==> src/rtl/fifo_rd_serializer_pkg.sv <==
// fifo_rd_serializer_pkg
// Shared defaults and width derivations for the FIFO read serializer.
//   DEF_DATA_WIDTH : default FIFO word width
//   DEF_OUT_WIDTH  : default output beat width
//   calc_ratio()   : beats per word (DATA_WIDTH / OUT_WIDTH)
//   calc_idx_w()   : width of the beat index counter
package fifo_rd_serializer_pkg;

  localparam int unsigned DEF_DATA_WIDTH = 32;
  localparam int unsigned DEF_OUT_WIDTH  = 8;

  function automatic int unsigned calc_ratio(int unsigned data_w, int unsigned out_w);
    return data_w / out_w;
  endfunction

  // Floor of 1 keeps the index a legal vector even for degenerate ratios.
  function automatic int unsigned calc_idx_w(int unsigned ratio);
    return (ratio > 1) ? $clog2(ratio) : 1;
  endfunction

endpackage

==> src/rtl/fifo_rd_serializer_if.sv <==
// fifo_rd_serializer_if
// Output beat stream of the serializer.
//   m_valid : beat valid           (master -> slave)
//   m_ready : beat accepted        (slave  -> master)
//   m_data  : beat payload         (master -> slave)
//   m_last  : final beat of a word (master -> slave)
interface fifo_rd_serializer_if #(
  parameter int unsigned OUT_WIDTH = 8
) ();

  logic                 m_valid;
  logic                 m_ready;
  logic [OUT_WIDTH-1:0] m_data;
  logic                 m_last;

  modport master (
    output m_valid,
    output m_data,
    output m_last,
    input  m_ready
  );

  modport slave (
    input  m_valid,
    input  m_data,
    input  m_last,
    output m_ready
  );

endinterface

==> src/rtl/fifo_rd_serializer_word_skid_buf.sv <==
// word_skid_buf
// Two-entry word buffer between the FIFO read port and the serializer.
//   i_clk, i_rst : clock, synchronous active-high reset
//   i_push       : write i_push_data into the tail entry (caller keeps count < 2)
//   i_pop        : retire the head entry (caller keeps count > 0)
//   o_head_data  : head entry contents
//   o_count      : number of valid entries, 0..2
module word_skid_buf
  import fifo_rd_serializer_pkg::*;
#(
  parameter int unsigned DATA_WIDTH = DEF_DATA_WIDTH
) (
  input  logic                  i_clk,
  input  logic                  i_rst,
  input  logic                  i_push,
  input  logic [DATA_WIDTH-1:0] i_push_data,
  input  logic                  i_pop,
  output logic [DATA_WIDTH-1:0] o_head_data,
  output logic [1:0]            o_count
);

  logic [DATA_WIDTH-1:0] r_mem [2];
  logic                  r_wr_ptr;
  logic                  r_rd_ptr;
  logic [1:0]            r_count;

  always_ff @(posedge i_clk) begin
    if (i_rst) begin
      r_mem[0] <= '0;
      r_mem[1] <= '0;
      r_wr_ptr <= 1'b0;
      r_rd_ptr <= 1'b0;
      r_count  <= 2'd0;
    end else begin
      if (i_push) begin
        r_mem[r_wr_ptr] <= i_push_data;
        r_wr_ptr        <= ~r_wr_ptr;
      end
      if (i_pop) begin
        r_rd_ptr <= ~r_rd_ptr;
      end
      // Simultaneous push and pop leaves the count alone; only pointers move.
      case ({i_push, i_pop})
        2'b10:   r_count <= r_count + 2'd1;
        2'b01:   r_count <= r_count - 2'd1;
        default: r_count <= r_count;
      endcase
    end
  end

  assign o_head_data = r_mem[r_rd_ptr];
  assign o_count     = r_count;

endmodule

==> src/rtl/fifo_rd_serializer.sv <==
// fifo_rd_serializer
// Reads words from a synchronous FIFO (one-cycle read latency) and emits them
// as DATA_WIDTH/OUT_WIDTH narrower beats, least significant slice first.
//   i_clk, i_rst  : clock, synchronous active-high reset
//   i_fifo_empty  : upstream FIFO empty flag
//   i_fifo_data   : upstream FIFO read data, valid the cycle after a read
//   o_fifo_cs     : FIFO chip select, high whenever out of reset
//   o_fifo_rd_en  : FIFO read request
//   io_m          : output beat stream (valid/ready/data/last)
module fifo_rd_serializer
  import fifo_rd_serializer_pkg::*;
#(
  parameter int unsigned DATA_WIDTH = DEF_DATA_WIDTH,
  parameter int unsigned OUT_WIDTH  = DEF_OUT_WIDTH
) (
  input  logic                   i_clk,
  input  logic                   i_rst,
  input  logic                   i_fifo_empty,
  input  logic [DATA_WIDTH-1:0]  i_fifo_data,
  output logic                   o_fifo_cs,
  output logic                   o_fifo_rd_en,
  fifo_rd_serializer_if.master   io_m
);

  localparam int unsigned      RATIO    = calc_ratio(DATA_WIDTH, OUT_WIDTH);
  localparam int unsigned      IDX_W    = calc_idx_w(RATIO);
  localparam logic [IDX_W-1:0] LAST_IDX = IDX_W'(RATIO - 1);

  if ((DATA_WIDTH % OUT_WIDTH) != 0 || RATIO < 2) begin : g_bad_ratio
    $error("DATA_WIDTH must be a multiple (>= 2x) of OUT_WIDTH");
  end

  logic                  r_inflight;
  logic [IDX_W-1:0]      r_idx;
  logic [1:0]            w_count;
  logic [DATA_WIDTH-1:0] w_head;
  logic [2:0]            w_occupancy;
  logic                  w_rd_en;
  logic                  w_valid;
  logic                  w_xfer;
  logic                  w_pop;
  logic [OUT_WIDTH-1:0]  w_beat;

  // Reads are only issued when the word can be stored on arrival, counting
  // the one still in flight from the previous cycle.
  assign w_occupancy = {1'b0, w_count} + {2'b00, r_inflight};
  assign w_rd_en     = !i_fifo_empty && (w_occupancy < 3'd2) && !i_rst;

  assign w_valid = (w_count != 2'd0) && !i_rst;
  assign w_xfer  = w_valid && io_m.m_ready;
  assign w_pop   = w_xfer && (r_idx == LAST_IDX);

  always_ff @(posedge i_clk) begin
    if (i_rst) begin
      r_inflight <= 1'b0;
      r_idx      <= '0;
    end else begin
      r_inflight <= w_rd_en;
      if (w_xfer) begin
        r_idx <= w_pop ? '0 : r_idx + IDX_W'(1);
      end
    end
  end

  word_skid_buf #(
    .DATA_WIDTH (DATA_WIDTH)
  ) u_word_skid_buf (
    .i_clk       (i_clk),
    .i_rst       (i_rst),
    .i_push      (r_inflight),
    .i_push_data (i_fifo_data),
    .i_pop       (w_pop),
    .o_head_data (w_head),
    .o_count     (w_count)
  );

  always_comb begin
    w_beat = '0;
    for (int unsigned i = 0; i < RATIO; i++) begin
      if (r_idx == IDX_W'(i)) begin
        w_beat = w_head[i*OUT_WIDTH +: OUT_WIDTH];
      end
    end
  end

  assign io_m.m_valid = w_valid;
  assign io_m.m_data  = w_valid ? w_beat : '0;
  assign io_m.m_last  = w_valid && (r_idx == LAST_IDX);
  assign o_fifo_cs    = !i_rst;
  assign o_fifo_rd_en = w_rd_en;

endmodule

==> src/flat_wrapper.sv <==
// flat-port wrapper written by rule: the top's interface ports become plain ports
module fifo_rd_serializer_flat import fifo_rd_serializer_pkg::*;
#(
  parameter int unsigned DATA_WIDTH = DEF_DATA_WIDTH,
  parameter int unsigned OUT_WIDTH  = DEF_OUT_WIDTH
)
  (i_clk, i_rst, i_fifo_empty, i_fifo_data, o_fifo_cs, o_fifo_rd_en, io_m_m_valid, io_m_m_data, io_m_m_last, io_m_m_ready);
  fifo_rd_serializer_if #(.OUT_WIDTH(OUT_WIDTH)) io_m_i ();
  input  logic i_clk;
  input  logic i_rst;
  input  logic i_fifo_empty;
  input  logic [DATA_WIDTH-1:0] i_fifo_data;
  output logic o_fifo_cs;
  output logic o_fifo_rd_en;
  output wire logic [$bits(io_m_i.m_valid)-1:0] io_m_m_valid;
  output wire logic [$bits(io_m_i.m_data)-1:0] io_m_m_data;
  output wire logic [$bits(io_m_i.m_last)-1:0] io_m_m_last;
  input wire logic [$bits(io_m_i.m_ready)-1:0] io_m_m_ready;
  assign io_m_m_valid = io_m_i.m_valid;
  assign io_m_m_data = io_m_i.m_data;
  assign io_m_m_last = io_m_i.m_last;
  assign io_m_i.m_ready = io_m_m_ready;
  fifo_rd_serializer #(.DATA_WIDTH(DATA_WIDTH), .OUT_WIDTH(OUT_WIDTH)) u_core (.i_clk(i_clk), .i_rst(i_rst), .i_fifo_empty(i_fifo_empty), .i_fifo_data(i_fifo_data), .o_fifo_cs(o_fifo_cs), .o_fifo_rd_en(o_fifo_rd_en), .io_m(io_m_i));
endmodule
==> config.mk <==
export PLATFORM = sky130hd
export DESIGN_NAME = fifo_rd_serializer_flat
export DESIGN_NICKNAME = d
export VERILOG_FILES = /design/src/rtl/fifo_rd_serializer_pkg.sv /design/src/rtl/fifo_rd_serializer_if.sv /design/src/rtl/fifo_rd_serializer_word_skid_buf.sv /design/src/rtl/fifo_rd_serializer.sv /design/src/flat_wrapper.sv
export SDC_FILE = /design/constraint.sdc
export NUM_CORES = 1
export LEC_CHECK = 0
export BUFFER_PORTS_ARGS = -buffer_cell sky130_fd_sc_hd__buf_4
export CAP_MARGIN = 40
export CORE_UTILIZATION = 60
export CTS_BUF_LIST = sky130_fd_sc_hd__clkbuf_16
export CTS_CLUSTER_SIZE = 8
export DETAILED_ROUTE_END_ITERATION = 6
export PLACE_DENSITY = 0.83
export SLEW_MARGIN = 20
export SYNTH_ARGS = -nofsm -noshare
export SYNTH_HDL_FRONTEND = slang
export SYNTH_SLANG_ARGS = --single-unit
==> constraint.sdc <==
create_clock -name i_clk -period 8.7 [get_ports i_clk]
set_input_delay 0.87 -clock i_clk [delete_from_list [all_inputs] [get_ports i_clk]]
set_output_delay 0.87 -clock i_clk [all_outputs]
set_load 0.02 [all_outputs]
==> results_dict.tcl, run 1 <==
set metrics [dict create \
    outcome "complete, no violations" \
    slew_violations 0 \
    synthSimpleGateAreaFrac 0.155 \
    critical_path.cell_chain "inv_1 > ha_1 > or3b_1 > o22ai_1 > o31a_1 > buf_4" \
    number_of_cell_instances_on_the_worst_register_to_register_path 5 \
    synth_edf_count 64 \
    grt_pass1_vias 2117 \
    synth_top_cells_by_count "sky130_fd_sc_hd__and2_1, sky130_fd_sc_hd__edfxtp_1, sky130_fd_sc_hd__mux2i_1" \
    totalNegativeSetupSlack_ps 0 \
    peak_ir_drop_on_the_vdd_network_uv 134 \
    synth.distinct_cells 33 \
    powerDensity_mw_per_mm2 214 \
    yosys.area.top_type "sky130_fd_sc_hd__edfxtp_1" \
    detail_route.vias_per_cell 5.58 \
    initialDrtViolationCount 149 \
    ys_top_cells_by_area "sky130_fd_sc_hd__edfxtp_1, sky130_fd_sc_hd__and2_1, sky130_fd_sc_hd__mux2i_1" \
    power.static_leakage_nw 1.57 \
    numCtsBuffers 9 \
    synth_area_per_cell_um2 13.2 \
    synthAdderAreaFrac 0.0184 \
    synthMuxAreaShare 0.100 \
    clock-skew-final_ps 4.14 \
    crit_path_end_kind "output port" \
    flop_and_latch_count_out_of_synthesis 72 \
    core_area_mm2 0.00547 \
    layout_min_cycle_time_ps 2970 \
    min_period_over_period 0.341 \
    yosysWarnings 0 \
    worstSetupStartpointType "flop" \
    holdCritPathClass "reg2reg" \
    detail_route.wl_per_cell_um 18.2 \
    cts-hold-fix-buffers 0 \
    timing_worst_setup_path_type "reg2out" \
    endpoint "io_m_m_data[6]" \
    detail-route-antenna-nets 0 \
    crit-reg2reg-capture "u_core.u_word_skid_buf.o_count[1]$_SDFFE_PP0P_" \
    worstReg2RegStart "u_core.r_idx[0]$_SDFFE_PP0P_" \
    drv.max_cap_violation_count 0 \
    drt-total-wl_mm 6.88 \
    numClockSinks 72 \
    setup_viol 0 \
    drive_gt1_frac 0.244 \
    critPathArrivalTime_ps 2100 \
    netlist_instances 257 \
    port-buffer-count 47 \
    antenna_found_initial 0 \
    slew-limit-headroom 0.515 \
    required_ps 7830 \
    fp-row-count 27 \
    synthXorXnorAreaFrac 0.00774 \
    dieHeight_um 77.2 \
    timing_worst_slew_pin_value_ps 728 \
    netlist.area_leader.share 0.566 \
    max_freq_mhz 337 \
    cts-root-to-sink-buffers 2 \
    dr.pass1.iters 4 \
    diodes 0 \
    detail_route.drc_violations 0 \
    cp_max_fo 8 \
    critical_path.max_stage_delay_ps 530 \
    total_power_mw 0.886 \
    dp_hpwl_mm 4.35 \
    final-hold-violation-count 0 \
    worst-r2r-setup-slack_ps 6390 \
    grt_start_max_net_pins 34 \
    post_synthesis_instance_area_mm2 0.00339 \
    worst_path_dominant_cell_family "simple AND/OR/NAND/NOR gates" \
    synth_compound_area_frac 0.0652 \
    vias 2115 \
    post-synth-top-count-cell "sky130_fd_sc_hd__and2_1" \
    routabilityCongestion 0.737 \
    globalRoute.totalOverflow 0 \
    die_width_um 77.2 \
    clk_pin_slew_worst_paths_ps 60 \
    initial_core_util 0.620 \
    postCtsSetupRepairBufs 0 \
    clk_latency_ps 320 \
    cts-resized-gates 0 \
    grt_first_pass_wirelength_mm 10.7 \
    syn_nets 298 \
    nNetsFinal 343 \
    grt_setup_unrepaired "false" \
    io_pins 48 \
    cp_num_buf_inv 2 \
    timing.critical_path.from "u_core.r_idx[0]$_SDFFE_PP0P_" \
    die_area_mm2 0.00596 \
    dominant_combinational_cell_family_by_area_after_synthesis "simple AND/OR/NAND/NOR gates" \
    synth.yosys.seq_area_share 0.613 \
    synth_ff_type "sky130_fd_sc_hd__edfxtp_1" \
    critPathSlowestCell "sky130_fd_sc_hd__or3b_1" \
    h-tree-depth 3 \
    crit_cells 6 \
    cts.root.buffer_cell "sky130_fd_sc_hd__clkbuf_16" \
    globalRouteTotalUtil 0.248 \
    ys_async_rst_share 0 \
    clock_tree_from_tritoncts "yes" \
    area.growth.synth_to_final_pct 22.2 \
]
[worst reg2reg max path, stage by stage, from the launching register on]
cell                      delay, ps
sky130_fd_sc_hd__dfxtp_1        410
sky130_fd_sc_hd__ha_1           660
sky130_fd_sc_hd__and3_1         380
sky130_fd_sc_hd__ha_1           300
sky130_fd_sc_hd__or3_1          350
sky130_fd_sc_hd__a21oi_1        140
[worst min-delay path by stage]
stage / depth (start not counted) / endpoint / slack (ps) / start
after floorplan: 1 / flop / 440 / u_core.u_word_skid_buf.r_rd_ptr$_SDFFE_PP0P_
after global placement: 1 / flop / 440 / u_core.u_word_skid_buf.r_rd_ptr$_SDFFE_PP0P_
after detailed placement: 1 / flop / 460 / u_core.u_word_skid_buf.r_rd_ptr$_SDFFE_PP0P_
after CTS: 1 / flop / 470 / u_core.u_word_skid_buf.r_rd_ptr$_SDFFE_PP0P_
after global routing: 1 / u_core.u_word_skid_buf.r_rd_ptr$_SDFFE_PP0P_ / 490 / u_core.u_word_skid_buf.r_rd_ptr$_SDFFE_PP0P_
final: 1 / flop / 480 / u_core.u_word_skid_buf.r_rd_ptr$_SDFFE_PP0P_
[layout make-up]
| type | count | area (um^2) |
|---|---|---|
| flip-flops and latches | 72 | 2080 |
| fillers | 366 | 1330 |
| multi-input cells | 161 | 1180 |
| repair buffers | 51 | 423 |
| clock buffers | 9 | 225 |
| clock inverters | 7 | 119 |
| well taps | 72 | 90.1 |
| inverters | 7 | 26.3 |
[power by group]
group | internal, mW | switching, mW | total [mW]
Clock | 0.280 | 0.138 | 0.418
Combinational | 0.0279 | 0.0345 | 0.0624
Sequential | 0.397 | 0.00793 | 0.405
Total | 0.706 | 0.180 | 0.886
[state kept, by name (all words and copies together), names as in the netlist, named ones only]
| register | flops |
|---|---|
| u_core.u_word_skid_buf.r_wr_ptr | 1 |
| u_core.r_idx | 2 |
| u_core.u_word_skid_buf.o_count | 2 |
| u_core.u_word_skid_buf.r_rd_ptr | 1 |
| u_core.r_inflight | 1 |
| u_core.u_word_skid_buf.r_mem | 64 |
[placed cells by master (no fill, tap or decap), types with 2 or more instances in the layout]
master,Yosys,routed
sky130_fd_sc_hd__edfxtp_1,64,64
sky130_fd_sc_hd__a21oi_1,10,10
sky130_fd_sc_hd__inv_2,3,3
sky130_fd_sc_hd__o22ai_1,8,8
sky130_fd_sc_hd__a2111oi_0,2,2
sky130_fd_sc_hd__ha_1,5,5
sky130_fd_sc_hd__o31a_1,8,8
sky130_fd_sc_hd__and2_1,65,65
sky130_fd_sc_hd__buf_4,1,48
sky130_fd_sc_hd__mux2i_1,34,34
sky130_fd_sc_hd__inv_1,4,4
sky130_fd_sc_hd__o21ai_0,3,2
sky130_fd_sc_hd__bufinv_16,0,3
sky130_fd_sc_hd__xnor2_1,2,2
sky130_fd_sc_hd__dfxtp_1,8,7
sky130_fd_sc_hd__nor2_1,11,11
sky130_fd_sc_hd__clkbuf_16,0,9
[layer usage]
| layer | GRT usage | wire, um | share of wire |
|---|---|---|---|
| met5 | 0 | 0 | 0 |
| met4 | 0.143 | 193 | 0.028 |
| met3 | 0.0357 | 447 | 0.065 |
| met2 | 0.412 | 3480 | 0.51 |
| met1 | 0.308 | 2760 | 0.40 |
[kinds of logic (layout without fill, tap and decap cells)]
| kind of cell | after synthesis | in the layout |
|---|---|---|
| simple gates | 86 | 86 |
| flops | 72 | 72 |
| mux | 34 | 34 |
| compound gates | 33 | 33 |
| buf+inv | 24 | 74 |
| fa+ha+maj | 5 | 5 |
| xor+xnor | 3 | 3 |
[metrics by stage]
step	hold slack (ps)	worst slack [ps]	area, um^2	util	instances
floorplan	437	5480	3390	-	257
global placement	442	5990	3740	0.683	360
detailed placement	465	5940	3780	0.691	362
CTS	474	5740	4130	0.754	378
global route	495	5630	4150	0.758	379
finish	483	5730	4150	0.758	379
No activity file was read; power rests on OpenSTA's default activity.
==> run 2: changes to the inputs <==
ABC_AREA = 1   (was default)
CORE_UTILIZATION = 52   (was 60)
PLACE_DENSITY = 0.76   (was 0.83)
clock period = 2.46 ns   (was 8.7 ns; I/O delays follow)
==> run 2 against run 1 <==
Critical path depth did not move. Clock power rose to 3.0 times the previous value. First-iteration DRC count rose by 52%. Via count rose by 28%. Area after synthesis rose by 7.3%. Register-to-register slack got worse by 5900 ps. Hold slack got worse by 400 ps. Highest routed layer unchanged.
==> results_dict.tcl, run 2 <==
set metrics [dict create \
    required_ps 2210 \
    cp_max_fo 10 \
    clk_pin_slew_worst_paths_ps 60 \
    total_power_mw 2.89 \
    worstReg2RegStart "u_core.r_idx[1]$_SDFFE_PP0P_" \
    slew_violations 0 \
    drive_gt1_frac 0.163 \
    fin_hold_ws_ps 84.1 \
    port-buffer-count 47 \
    timing_worst_setup_path_type "reg2out" \
    finalCoreUtilization 0.638 \
    timing.critical_path.from "u_core.r_idx[1]$_SDFFE_PP0P_" \
    power.static_leakage_nw 2.12 \
    max_freq_mhz 438 \
    holdCritPathClass "in2reg" \
    peak_ir_drop_on_the_vdd_network_uv 431 \
    timing_worst_slew_pin_value_ps 405 \
    place_ws_ps 547 \
    most_frequent_standard_cell_in_the_layout_excluding_fill_and_tap_cells "sky130_fd_sc_hd__nand2_1" \
    outcome "complete, no violations" \
    crit_path_end_kind "output port" \
    synth_area_per_cell_um2 8.43 \
    postCtsSetupRepairBufs 0 \
    globalRoute.totalOverflow 0 \
    netlist_instances 432 \
    clk_latency_ps 330 \
    cts-root-to-sink-buffers 2 \
    yosys.area.top_type "sky130_fd_sc_hd__edfxtp_1" \
    h-tree-depth 3 \
    totalNegativeSetupSlack_ps 0 \
    grt_first_pass_wirelength_mm 12.3 \
    crit-reg2reg-capture "u_core.u_word_skid_buf.o_count[1]$_SDFFE_PP0P_" \
    placed_cell_area_mm2 0.00405 \
    die_width_um 85.7 \
    detail_route.wl_per_cell_um 12.7 \
    grt_start_max_net_pins 34 \
    drv.max_cap_violation_count 0 \
    powerDensity_mw_per_mm2 668 \
    p_sw_frac 0.219 \
    critPathSlowestCell "sky130_fd_sc_hd__ha_1" \
    number_of_cell_instances_on_the_worst_register_to_register_path 9 \
    critical_path.cell_chain "ha_1 > clkinv_1 > nand2_1 > inv_1 > a21oi_2 > buf_4" \
    dieHeight_um 85.7 \
    layout.cells.non_filler 580 \
    synth.yosys.seq_area_share 0.572 \
    p_seq_frac 0.489 \
    detail-route-antenna-nets 0 \
    diodes 0 \
    grt_setup_unrepaired "false" \
    total_switching_power_mw 0.634 \
    final-hold-violation-count 0 \
    ys_top_cells_by_area "sky130_fd_sc_hd__edfxtp_1, sky130_fd_sc_hd__nand2_1, sky130_fd_sc_hd__inv_1" \
    synth_top_cells_by_count "sky130_fd_sc_hd__nand2_1, sky130_fd_sc_hd__inv_1, sky130_fd_sc_hd__nor2_1" \
    ys_async_rst_share 0 \
    combinationalPowerShare 0.079 \
    layout_min_cycle_time_ps 2280 \
    clock_tree_from_tritoncts "yes" \
    post-synth-top-count-cell "sky130_fd_sc_hd__nand2_1" \
    routabilityCongestion 0.781 \
    nNetsFinal 520 \
    dr.pass1.iters 4 \
    core_area_mm2 0.00679 \
    initial_core_util 0.536 \
    cts-hold-fix-buffers 0 \
    syn_nets 473 \
    yosysWarnings 0 \
    min_period_over_period 0.928 \
    flop_and_latch_count_out_of_synthesis 72 \
    placed_cells_incl_taps 564 \
    postLayoutSetupSlackWorst_ps 177 \
    grt_use_met1 0.285 \
    grt_util_met2 0.376 \
    dp_hpwl_mm 4.84 \
    antenna_found_initial 0 \
    critPathArrivalTime_ps 2040 \
    internal_power_mw 2.26 \
    cts.root.buffer_cell "sky130_fd_sc_hd__clkbuf_16" \
    detail_route.drc_violations 0 \
    final_area_mm2 0.00433 \
    fp-row-count 30 \
    setup_viol 0 \
    vias 2713 \
    top_register "u_core.u_word_skid_buf.r_mem" \
    largest_register_ff_count 64 \
    synth_edf_count 64 \
    globalRouteTotalUtil 0.223 \
    initialDrtViolationCount 227 \
    synth.distinct_cells 21 \
    cts-resized-gates 0 \
    clock-skew-final_ps 3.79 \
    worstSetupStartpointType "flop" \
    grt_pass1_vias 2653 \
    grt.met3_usage 0.0346 \
    numClockSinks 72 \
    drt-total-wl_mm 7.35 \
    numCtsBuffers 9 \
    netlist.area_leader.share 0.528 \
    share_clk_of_total_power 0.432 \
    worst-r2r-setup-slack_ps 520 \
    io_pins 48 \
    detail_route.vias_per_cell 4.68 \
    endpoint "io_m_m_data[1]" \
    synth_ff_type "sky130_fd_sc_hd__edfxtp_1" \
    top_usage_layer "met2" \
    post_synthesis_instance_area_mm2 0.00364 \
    area.growth.synth_to_final_pct 19.0 \
    critical_path.max_stage_delay_ps 400 \
    die_area_mm2 0.00734 \
    slew-limit-headroom 0.730 \
    layout_common_cells "sky130_fd_sc_hd__nand2_1, sky130_fd_sc_hd__inv_1, sky130_fd_sc_hd__nor2_1" \
]
[run 2: cell types whose count changed in the layout (fill, tap and decap cells not counted), moves of 6 or more]
cell,delta
sky130_fd_sc_hd__nand2_1,+109
sky130_fd_sc_hd__inv_1,+94
sky130_fd_sc_hd__and2_1,-65
sky130_fd_sc_hd__nor2_1,+61
sky130_fd_sc_hd__nand3_1,+35
sky130_fd_sc_hd__mux2i_1,-34
sky130_fd_sc_hd__a21oi_2,+8
sky130_fd_sc_hd__o22ai_1,-8
sky130_fd_sc_hd__o31a_1,-8
sky130_fd_sc_hd__a21oi_1,-7
sky130_fd_sc_hd__buf_4,+6
[run 2: power by group through the flow]
| stage | Combinational, mW | Sequential [mW] | Clock, mW |
|---|---|---|---|
| after global routing | 0.260 | 1.42 | 1.32 |
| after global placement | 0.227 | 1.44 | 0 |
| final | 0.229 | 1.41 | 1.25 |
| after CTS | 0.233 | 1.41 | 1.26 |
| after floorplan | 0.136 | 1.44 | 0 |
| after detailed placement | 0.231 | 1.44 | 0 |
[run 2: layout make-up]
| cell class | instances | area [um^2] |
|---|---|---|
| multi-input combinational | 241 | 1060 |
| tap | 96 | 120 |
| clock buffer | 9 | 225 |
| inverter | 101 | 382 |
| timing repair buffer | 54 | 405 |
| clock inverter | 7 | 62.6 |
| sequential | 72 | 2080 |
| fill | 559 | 2460 |
[run 2: routing by layer]
layer,wire [um],vias up
met4,180,0
met2,3720,73
met1,3100,1217
li1,-,1404
met3,349,19
met5,0,-
[run 2: logic make-up after synthesis]
kind of cell               Yosys count  share of synthesized area
AOI/OAI and AO/OA                   14                     0.0282
and+or+nand+nor                    222                      0.245
DFF                                 72                      0.572
adders and majority gates            5                     0.0172
buffers and inverters              119                      0.138
[run 2: critical path: cells and delay by family (launching register included)]
kind / cells / cell delay (ps)
AO/OA/AOI/OAI: 1 / 160
buffers and inverters: 3 / 600
AND/OR/NAND/NOR: 1 / 160
adder cells (fa/ha/maj): 1 / 400
flip-flops: 1 / 380
[run 2: worst min-delay path by stage]
stage,startpoint,endpoint,slack [ps],cells past startpoint
floorplan,i_fifo_empty,u_core.r_inflight$_SDFF_PP0_,320,1
global placement,i_fifo_empty,u_core.r_inflight$_SDFF_PP0_,420,2
detailed placement,i_fifo_empty,u_core.r_inflight$_SDFF_PP0_,430,2
CTS,i_fifo_empty,u_core.r_inflight$_SDFF_PP0_,80,2
global route,i_fifo_empty,u_core.r_inflight$_SDFF_PP0_,80,2
finish,i_fifo_empty,u_core.r_inflight$_SDFF_PP0_,80,2
==> run 3: changes to the inputs <==
CORE_UTILIZATION = 54   (was 52)
CTS_BUF_LIST = sky130_fd_sc_hd__clkbuf_8   (was sky130_fd_sc_hd__clkbuf_16)
PLACE_DENSITY = 0.78   (was 0.76)
==> run 3 against run 2 <==
Global-route usage grew 0.20 points. Clock power down 39%. Cell area fell by 3.4%. Sequential cell count stayed put. Sequential power about the same. Cell count is 3.4% lower. Routed wire length shrank 1.1%. Sequential share of layout area up 1.7 points. Via count grew 0.92%. Critical path type unchanged.
==> results_dict.tcl, run 3 (synthesis results as in run 2) <==
set metrics [dict create \
    power.static_leakage_nw 2.07 \
    grt_start_max_net_pins 34 \
    most_frequent_standard_cell_in_the_layout_excluding_fill_and_tap_cells "sky130_fd_sc_hd__nand2_1" \
    p_sw_frac 0.241 \
    peak_ir_drop_on_the_vdd_network_uv 398 \
    nNetsFinal 520 \
    io_pins 48 \
    slew_violations 0 \
    cts-hold-fix-buffers 0 \
    routabilityCongestion 0.812 \
    initialDrtViolationCount 156 \
    layout_common_cells "sky130_fd_sc_hd__nand2_1, sky130_fd_sc_hd__inv_1, sky130_fd_sc_hd__nor2_1" \
    outcome "complete, no violations" \
    total_switching_power_mw 0.582 \
    dp_hpwl_mm 4.91 \
    totalNegativeSetupSlack_ps 0 \
    worst-r2r-setup-slack_ps 560 \
    critPathSlowestCell "sky130_fd_sc_hd__dfxtp_1" \
    clock-skew-final_ps 3.70 \
    detail-route-antenna-nets 0 \
    required_ps 2210 \
    share_clk_of_total_power 0.318 \
    numCtsBuffers 9 \
    timing_worst_slew_pin_value_ps 394 \
    grt_first_pass_wirelength_mm 12.2 \
    h-tree-depth 3 \
    grt_setup_unrepaired "false" \
    fp-row-count 29 \
    initial_core_util 0.567 \
    drive_gt1_frac 0.159 \
    cts-resized-gates 0 \
    critical_path.max_stage_delay_ps 390 \
    worstSetupStartpointType "flop" \
    clk_pin_slew_worst_paths_ps 70 \
    critical_path.cell_chain "ha_1 > clkinv_1 > nand2_1 > inv_1 > a21oi_2 > buf_4" \
    cts-root-to-sink-buffers 2 \
    detail_route.drc_violations 0 \
    globalRouteTotalUtil 0.225 \
    setup_viol 0 \
    min_period_over_period 0.915 \
    dr.pass1.iters 5 \
    grt_pass1_vias 2733 \
    top_register "u_core.u_word_skid_buf.r_mem" \
    postCtsSetupRepairBufs 0 \
    antenna_found_initial 0 \
    drv.max_cap_violation_count 0 \
    area.growth.synth_to_final_pct 15.0 \
    die_width_um 84.1 \
    internal_power_mw 1.83 \
    p_seq_frac 0.586 \
    largest_register_ff_count 64 \
    layout_min_cycle_time_ps 2250 \
    critPathArrivalTime_ps 2000 \
    placed_cells_incl_taps 545 \
    detail_route.wl_per_cell_um 13.0 \
    detail_route.vias_per_cell 4.89 \
    cts.root.buffer_cell "sky130_fd_sc_hd__clkbuf_8" \
    drt-total-wl_mm 7.27 \
    port-buffer-count 47 \
    max_freq_mhz 444 \
    clock_tree_from_tritoncts "yes" \
    timing_worst_setup_path_type "reg2out" \
    crit_path_end_kind "output port" \
    clk_latency_ps 350 \
    diodes 0 \
    holdCritPathClass "in2reg" \
    fin_hold_ws_ps 58.7 \
    layout.cells.non_filler 560 \
    slew-limit-headroom 0.737 \
    combinationalPowerShare 0.096 \
    numClockSinks 72 \
    final-hold-violation-count 0 \
    powerDensity_mw_per_mm2 576 \
    core_area_mm2 0.00642 \
    cp_max_fo 10 \
    globalRoute.totalOverflow 0 \
    die_area_mm2 0.00708 \
    dieHeight_um 84.1 \
    vias 2738 \
]
-- run 3: path summary, 6_finish.rpt --
| path | from | to | depth (start not counted) |
|---|---|---|---|
| min reg2reg | u_core.u_word_skid_buf.r_wr_ptr$_SDFFE_PP0P_ | u_core.u_word_skid_buf.r_wr_ptr$_SDFFE_PP0P_ | 2 |
| max | u_core.r_idx[1]$_SDFFE_PP0P_ | io_m_m_data[0] | 6 |
| min | i_fifo_empty | u_core.r_inflight$_SDFF_PP0_ | 2 |
| max reg2reg | u_core.r_idx[1]$_SDFFE_PP0P_ | u_core.u_word_skid_buf.o_count[1]$_SDFFE_PP0P_ | 9 |
-- run 3: final cells by class --
class | instances | area [um^2]
clock buffer | 9 | 124
multi-input combinational | 241 | 1060
sequential | 72 | 2080
tap | 77 | 96.3
fill | 516 | 2240
inverter | 101 | 382
timing repair buffer | 54 | 418
clock inverter | 6 | 28.8
-- run 3: routing by layer --
layer	track usage	routed length [um]
met1	0.281	3280
met2	0.377	3590
met3	0.0584	266
met4	0.0862	134
met5	0	0
-- run 3: power groups by stage --
stage               sequential, mW  combinational, mW  clock [mW]
finish                        1.41              0.233       0.767
global route                  1.42              0.262       0.820
CTS                           1.41              0.234       0.769
detailed placement            1.44              0.231           0
global placement              1.44              0.228           0
floorplan                     1.44              0.136           0
-- run 3: stage by stage --
| stage | utilization | power, mW | worst slack, ps | area (um^2) |
|---|---|---|---|---|
| after floorplan | - | 1.57 | 619 | 3640 |
| after global placement | 0.628 | 1.67 | 652 | 4030 |
| after detailed placement | 0.628 | 1.67 | 619 | 4030 |
| after CTS | 0.652 | 2.42 | 230 | 4190 |
| after global routing | 0.652 | 2.50 | 61.1 | 4190 |
| final | 0.652 | 2.41 | 210 | 4190 |
-- run 3: critical path: cells and delay by family, from the launching register on --
| kind | cells | cell delay (ps) |
|---|---|---|
| adder cells (fa/ha/maj) | 1 | 390 |
| AO/OA/AOI/OAI | 1 | 170 |
| buffers and inverters | 3 | 560 |
| AND/OR/NAND/NOR | 1 | 160 |
| flip-flops | 1 | 390 |
